<file path="config.mk">
export PLATFORM = sky130hd
export DESIGN_NAME = pit_timer
export DESIGN_NICKNAME = d
export VERILOG_FILES = /design/src/rtl/pit_timer.sv
export SDC_FILE = /design/constraint.sdc
export NUM_CORES = 1
export LEC_CHECK = 0
export ABC_AREA = 1
export BUFFER_PORTS_ARGS = -buffer_cell sky130_fd_sc_hd__buf_2
export CAP_MARGIN = 20
export CORE_MARGIN = 10
export CORE_UTILIZATION = 30
export CTS_CLUSTER_SIZE = 30
export DETAILED_ROUTE_END_ITERATION = 6
export GPL_TIMING_DRIVEN = 0
export PLACE_DENSITY = 0.59
export SETUP_SLACK_MARGIN = 0.3
export SYNTH_ARGS = -nofsm -noshare
export SYNTH_HDL_FRONTEND = slang
export SYNTH_SLANG_ARGS = --single-unit
</file>
<file path="constraint.sdc">
create_clock -name wb_clk_i -period 1.74 [get_ports wb_clk_i]
set_input_delay 0.348 -clock wb_clk_i [delete_from_list [all_inputs] [get_ports wb_clk_i]]
set_output_delay 0.348 -clock wb_clk_i [all_outputs]
set_load 0.01 [all_outputs]
</file>
<file path="src/rtl/pit_timer.sv">
// pit_timer: Wishbone slave implementing a reduced 8254 interval timer.
// Only channel 0 exists. It supports modes 2 and 3 with binary counting.
// The slave decodes io 0x40-0x43:
//   0x40 = ch0 data, 0x43 = control word (write-only).
//   0x41 and 0x42 read as zero and ignore writes.
// Ports:
//   wb_clk_i  system clock
//   wb_rst_i  synchronous active-low reset
//   wb_adr_i  0 selects 0x40/0x41, 1 selects 0x42/0x43
//   wb_sel_i  byte lanes; [0] is the even port, [1] is the odd port
//   wb_dat_i  write data
//   wb_dat_o  registered read data
//   wb_we_i, wb_stb_i, wb_cyc_i  Wishbone cycle qualifiers
//   wb_ack_o  one-cycle acknowledge
//   tick      channel 0 OUT level (system tick interrupt source)
module pit_timer #(
  parameter int unsigned PRESCALE = 10,
  parameter int unsigned PW       = 4
) (
  input  logic        wb_clk_i,
  input  logic        wb_rst_i,
  input  logic        wb_adr_i,
  input  logic [1:0]  wb_sel_i,
  input  logic [15:0] wb_dat_i,
  output logic [15:0] wb_dat_o,
  input  logic        wb_we_i,
  input  logic        wb_stb_i,
  input  logic        wb_cyc_i,
  output logic        wb_ack_o,
  output logic        tick
);

  typedef enum logic {MODE2, MODE3} mode_t;

  logic [PW-1:0] prescaler;
  logic          counting;
  logic          load_pending;
  logic          phase;
  logic          wr_ff;
  logic          rd_ff;
  logic          latch_valid;
  logic [16:0]   count;
  logic [15:0]   reload;
  logic [15:0]   latch;
  logic [1:0]    rw;
  mode_t         mode;

  logic          ack_set;
  logic          data_wr;
  logic          data_rd;
  logic          ctrl_sel;
  logic          ctrl_wr;
  logic          latch_cmd;
  logic          data_done;
  logic          en;
  logic          rd_hi;
  logic          rd_last;
  logic [15:0]   rd_src;
  logic [7:0]    rd_byte;
  logic [7:0]    wr_byte;
  logic [16:0]   n_eff;
  logic [16:0]   half_hi;
  logic [16:0]   half_lo;
  logic [16:0]   count_dec;
  logic          unused_ctrl;

  assign ack_set   = wb_stb_i & wb_cyc_i & ~wb_ack_o;
  assign data_wr   = ack_set & wb_we_i & ~wb_adr_i & wb_sel_i[0];
  assign data_rd   = ack_set & ~wb_we_i & ~wb_adr_i & wb_sel_i[0];
  // Control byte sits on the odd lane of 0x42/0x43; SC other than 0 is ignored.
  assign ctrl_sel  = ack_set & wb_we_i & wb_adr_i & wb_sel_i[1] & (wb_dat_i[15:14] == 2'b00);
  assign latch_cmd = ctrl_sel & (wb_dat_i[13:12] == 2'b00);
  assign ctrl_wr   = ctrl_sel & (wb_dat_i[13:12] != 2'b00);
  // M[2] and BCD have no effect in this reduced timer.
  assign unused_ctrl = ^{wb_dat_i[11], wb_dat_i[8]};

  assign wr_byte   = wb_dat_i[7:0];
  assign data_done = data_wr & ((rw != 2'b11) | wr_ff);
  assign en        = counting & (prescaler == PW'(PRESCALE - 1));

  assign rd_src  = latch_valid ? latch : count[15:0];
  assign rd_hi   = (rw == 2'b10) | ((rw == 2'b11) & rd_ff);
  assign rd_byte = rd_hi ? rd_src[15:8] : rd_src[7:0];
  assign rd_last = (rw != 2'b11) | rd_ff;

  assign count_dec = count - 17'd1;

  always_comb begin
    n_eff = {1'b0, reload};
    if (reload == 16'h0000) n_eff = 17'h10000;
    else if (reload == 16'h0001) n_eff = 17'd2;
    half_hi = (n_eff + 17'd1) >> 1;
    half_lo = n_eff >> 1;
  end

  always_ff @(posedge wb_clk_i) begin
    if (!wb_rst_i) begin
      wb_ack_o     <= 1'b0;
      wb_dat_o     <= '0;
      tick         <= 1'b1;
      prescaler    <= '0;
      count        <= '0;
      reload       <= '0;
      counting     <= 1'b0;
      load_pending <= 1'b0;
      phase        <= 1'b1;
      mode         <= MODE2;
      rw           <= 2'b11;
      wr_ff        <= 1'b0;
      rd_ff        <= 1'b0;
      latch        <= '0;
      latch_valid  <= 1'b0;
    end else begin
      wb_ack_o <= ack_set;
      if (ack_set) wb_dat_o <= data_rd ? {8'h00, rd_byte} : '0;

      if (counting)
        prescaler <= (prescaler == PW'(PRESCALE - 1)) ? '0 : prescaler + PW'(1);

      if (data_rd) begin
        if (rw == 2'b11) rd_ff <= ~rd_ff;
        if (rd_last) latch_valid <= 1'b0;
      end

      if (latch_cmd && !latch_valid) begin
        latch       <= count[15:0];
        latch_valid <= 1'b1;
      end

      // Control and count writes take priority over a coincident en, which is lost.
      if (ctrl_wr) begin
        rw          <= wb_dat_i[13:12];
        mode        <= (wb_dat_i[10:9] == 2'b11) ? MODE3 : MODE2;
        wr_ff       <= 1'b0;
        rd_ff       <= 1'b0;
        latch_valid <= 1'b0;
        counting    <= 1'b0;
        tick        <= 1'b1;
      end else if (data_wr) begin
        case (rw)
          2'b01:   reload <= {8'h00, wr_byte};
          2'b10:   reload <= {wr_byte, 8'h00};
          default: begin
            if (wr_ff) reload[15:8] <= wr_byte;
            else       reload[7:0]  <= wr_byte;
            wr_ff <= ~wr_ff;
          end
        endcase
        if (data_done) begin
          load_pending <= 1'b1;
          counting     <= 1'b1;
          prescaler    <= '0;
        end
      end else if (en) begin
        if (load_pending) begin
          count        <= n_eff;
          load_pending <= 1'b0;
          tick         <= 1'b1;
          phase        <= 1'b1;
        end else if (mode == MODE2) begin
          if (count == 17'd1) begin
            count <= n_eff;
            tick  <= 1'b1;
          end else begin
            count <= count_dec;
            tick  <= (count_dec != 17'd1);
          end
        end else begin
          // Entering the high phase reloads ceil(N/2), the low phase floor(N/2).
          if (count == 17'd1) begin
            phase <= ~phase;
            tick  <= ~phase;
            count <= phase ? half_lo : half_hi;
          end else begin
            count <= count_dec;
            tick  <= phase;
          end
        end
      end
    end
  end

endmodule

</file>
==> results.sh <==
export IMPL_ys_warn_count=0
export IMPL_setup_ws_ps=-63.53
export IMPL_post_route_min_period_ps=1804
export IMPL_die_y_um=141.9
export IMPL_drive_gt1_frac=0.4596
export IMPL_clock_skew_ps=8.113
export IMPL_violations="negative setup slack"
export IMPL_hold_viol=0
export IMPL_crit_chain="inv_6 > ha_4 > inv_4 > nor4_4 > nand3_4 > nor2_4 > buf_6 > buf_6 > nand3_2 > nand2_1 > nand2_1 > o21ai_1"
export IMPL_p_leak_nw=2.744
export IMPL_pin_count=42
export IMPL_start_util=0.3067
export IMPL_synth_edff_count=0
export IMPL_min_path_type="in -> reg"
export IMPL_async_flop_share=0
export IMPL_grt_usage=0.1518
export IMPL_drt_pre_antenna_iters=6
export IMPL_core_mm2=0.01453
export IMPL_path_buf_inv=4
export IMPL_fillers=1401
export IMPL_hold_end="mode"
export IMPL_use_met3=0.03238
export IMPL_crit_fanout=5
export IMPL_grtUsageMet1=0.1868
export IMPL_dieArea_mm2=0.02014
export IMPL_clkTransAtPathRegs_ps=60
export IMPL_fin_area_mm2=0.006907
export IMPL_min_path_cells=3
export IMPL_wirelength_um=15970
export IMPL_dp_cells=880
export IMPL_antenna_cells=0
export IMPL_rrSetupSlack_ps=-60
export IMPL_setup_viol=10
export IMPL_maxCapViolCount=0
export IMPL_ir_drop_mv=0.4691
export IMPL_drt_iter0_drc=317
export IMPL_yosys_most_used_dff="dfxtp_1"
export IMPL_r2r_end="count[12]"
export IMPL_worst_pin_slew_ps=747.6
export IMPL_relSlewSlack=0.5016
export IMPL_power_density_mw_per_mm2=577.4
export IMPL_cts_tree="yes"
export IMPL_grt_pass1_vias=4836
export IMPL_yosys_area_top_type_share=0.3233
export IMPL_critPathLaunchType="flip-flop"
export IMPL_critPathMaxStageDelay_ps=370
export IMPL_synth_seq_cells=72
export IMPL_final_nets=807
export IMPL_drcViolationCount=0
export IMPL_top_usage_layer="met2"
export IMPL_dp_hpwl_um=11070
export IMPL_io_buffers=31
export IMPL_grt_max_degree=14
export IMPL_syn_inst=658
export IMPL_cts_sinks=72
export IMPL_regToRegStartpoint="count[1]"
export IMPL_period_share=1.037
export IMPL_crit_required_ps=2020
export IMPL_crit_type="reg -> reg"
export IMPL_routed_via_count=4993
export IMPL_cts_buffers=9
export IMPL_rsz0062_at_grt="true"
export IMPL_slew_viol_final=0
export IMPL_clk_latency_ps=350
export IMPL_root_buffer="clkbuf_16"
export IMPL_critPathCaptureType="flip-flop"
export IMPL_cp_slowest_cell="dfxtp_4"
export IMPL_synth_distinct_cells=44
export IMPL_globalplace_congestion=0.9450
export IMPL_syn_avg_cell_area_um2=6.775
export IMPL_antenna_found_initial=0
export IMPL_ant_nets=0
export IMPL_area_growth_pct=54.93
export IMPL_die_x_um=141.9
export IMPL_min_from="wb_dat_i[10]"
export IMPL_status="finished with violations"
export IMPL_globalRouteOverflowTotal=0
export IMPL_path_delay_family="simple AND/OR/NAND/NOR gates"
export IMPL_h_tree_depth=3
export IMPL_netlist_top_cells_area="dfxtp_1 32%, nand2_1 10%, a21oi_1 8.3%"
export IMPL_vias_per_cell=5.185
export IMPL_synth_area_mm2=0.004458
export IMPL_stdcell_count=963
export IMPL_grt_pass1_wl_um=24790
export IMPL_cts_hold_buf=0
export IMPL_fmax_ghz=0.5545
export IMPL_dpl_cell_area_mm2=0.005039
export IMPL_std_cell_rows=44
export IMPL_crit_arrival_ps=2080
export IMPL_drt_wirelength_per_cell_um=16.58
export IMPL_seq_area_frac_synth=0.3233
export IMPL_clockBufferDepth=2
export IMPL_grtUsageMet2=0.2533
export IMPL_reg2regPathDepth=12
export IMPL_synth_top_area_cell="dfxtp_1"
how the worst max path moves through the flow:
stage | start | slack [ps] | endpoint | depth (start not counted)
after global routing | count[6] | -190 | tick | 13
final | count[1] | -60 | count[12] | 12
after global placement | wb_rst_i | -280 | count[16] | 5
after detailed placement | wb_rst_i | -260 | count[16] | 5
after CTS | count[1] | -20 | count[13] | 12
after floorplan | count[1] | 170 | count[6] | 11
cell families after synthesis:
logic type | share of synthesized area
buffers and inverters | 0.09879
xor gates and xnor gates | 0.03733
AOI/OAI and AO/OA | 0.2254
DFF | 0.3233
adders and majority gates | 0.02526
and+or+nand+nor | 0.2891
other | 0.0008412
placed cells by master (no fill, tap or decap), drive strengths merged, types with 17 or more instances in the layout:
| cell type | instances |
|---|---|
| a21oi | 74 |
| buf | 112 |
| clkbuf | 26 |
| dfxtp | 72 |
| inv | 75 |
| nand2 | 130 |
| nand3 | 35 |
| nor2 | 81 |
| o21ai | 61 |
| xor2 | 17 |
synth_stat cells, types with 5 or more instances:
cell and instances:
nand2_1 123, a21oi_1 74, dfxtp_1 72, nor2_1 72, inv_1 65, o21ai_0 42
nand3_1 31, o21ai_1 19, xor2_1 17, clkbuf_1 16, o211ai_1 16, a211oi_1 15
buf_4 9, ha_1 9, inv_2 9, nand4_1 8, nor3_1 8, nor2_4 6
nand2_2 5, o22ai_1 5
stage by stage:
stage	hold slack, ps	utilization	setup slack (ps)	setup TNS [ps]	total power (W)
detailed placement	453.3	0.3467	-262.0	-8385	0.001877
finish	274.1	0.4752	-63.53	-314.9	0.003988
floorplan	465.0	-	166.8	0	0.001807
global placement	453.0	0.3467	-277.7	-8536	0.001877
CTS	282.6	0.4355	-19.19	-49.39	0.003976
global route	282.1	0.4752	-193.7	-2641	0.004098
layer usage:
| layer | share of wire | routed length (um) |
|---|---|---|
| met1 | 0.43 | 6789 |
| met2 | 0.49 | 7900 |
| met3 | 0.058 | 933 |
| met4 | 0.022 | 346 |
| met5 | 0 | 0 |
final cells by class:
class | count | area (um2) | share of cell area
clock inverters | 6 | 91.34 | 0.01322
flip-flops and latches | 72 | 1490 | 0.2158
inverters | 75 | 322.8 | 0.04674
plain buffers | 30 | 260.3 | 0.03768
multi-input cells | 488 | 3447 | 0.4991
repair buffers | 98 | 825.8 | 0.1196
clock buffers | 10 | 239.0 | 0.03460
well taps | 184 | 230.2 | 0.03333
state kept, by name, summed over array words and instances (netlist names), 2 cells and up:
signal     count
count         17
latch         16
prescaler      4
reload        16
rw             2
wb_dat_o       8
tightest hold or removal path: stages:
cell and delay, ps:
buf_2 80, nand4_1 80, o21ai_0 70
timing repair:
item,in CTS,in global routing
gates resized for setup,178,114
setup buffers,40,22
endpoints found under the setup margin,70,70
gates cloned,4,1
hold endpoints to repair,0,0
pin swaps,39,45
power breakdown:
group | internal [W] | total (W) | switching, W | leakage, nW
Sequential | 0.00165 | 0.00166 | 0.0000104 | 0.593
Combinational | 0.000106 | 0.000267 | 0.000161 | 1.99
Clock | 0.00130 | 0.00206 | 0.000762 | 0.163
No activity file was read; power rests on OpenSTA's default activity.
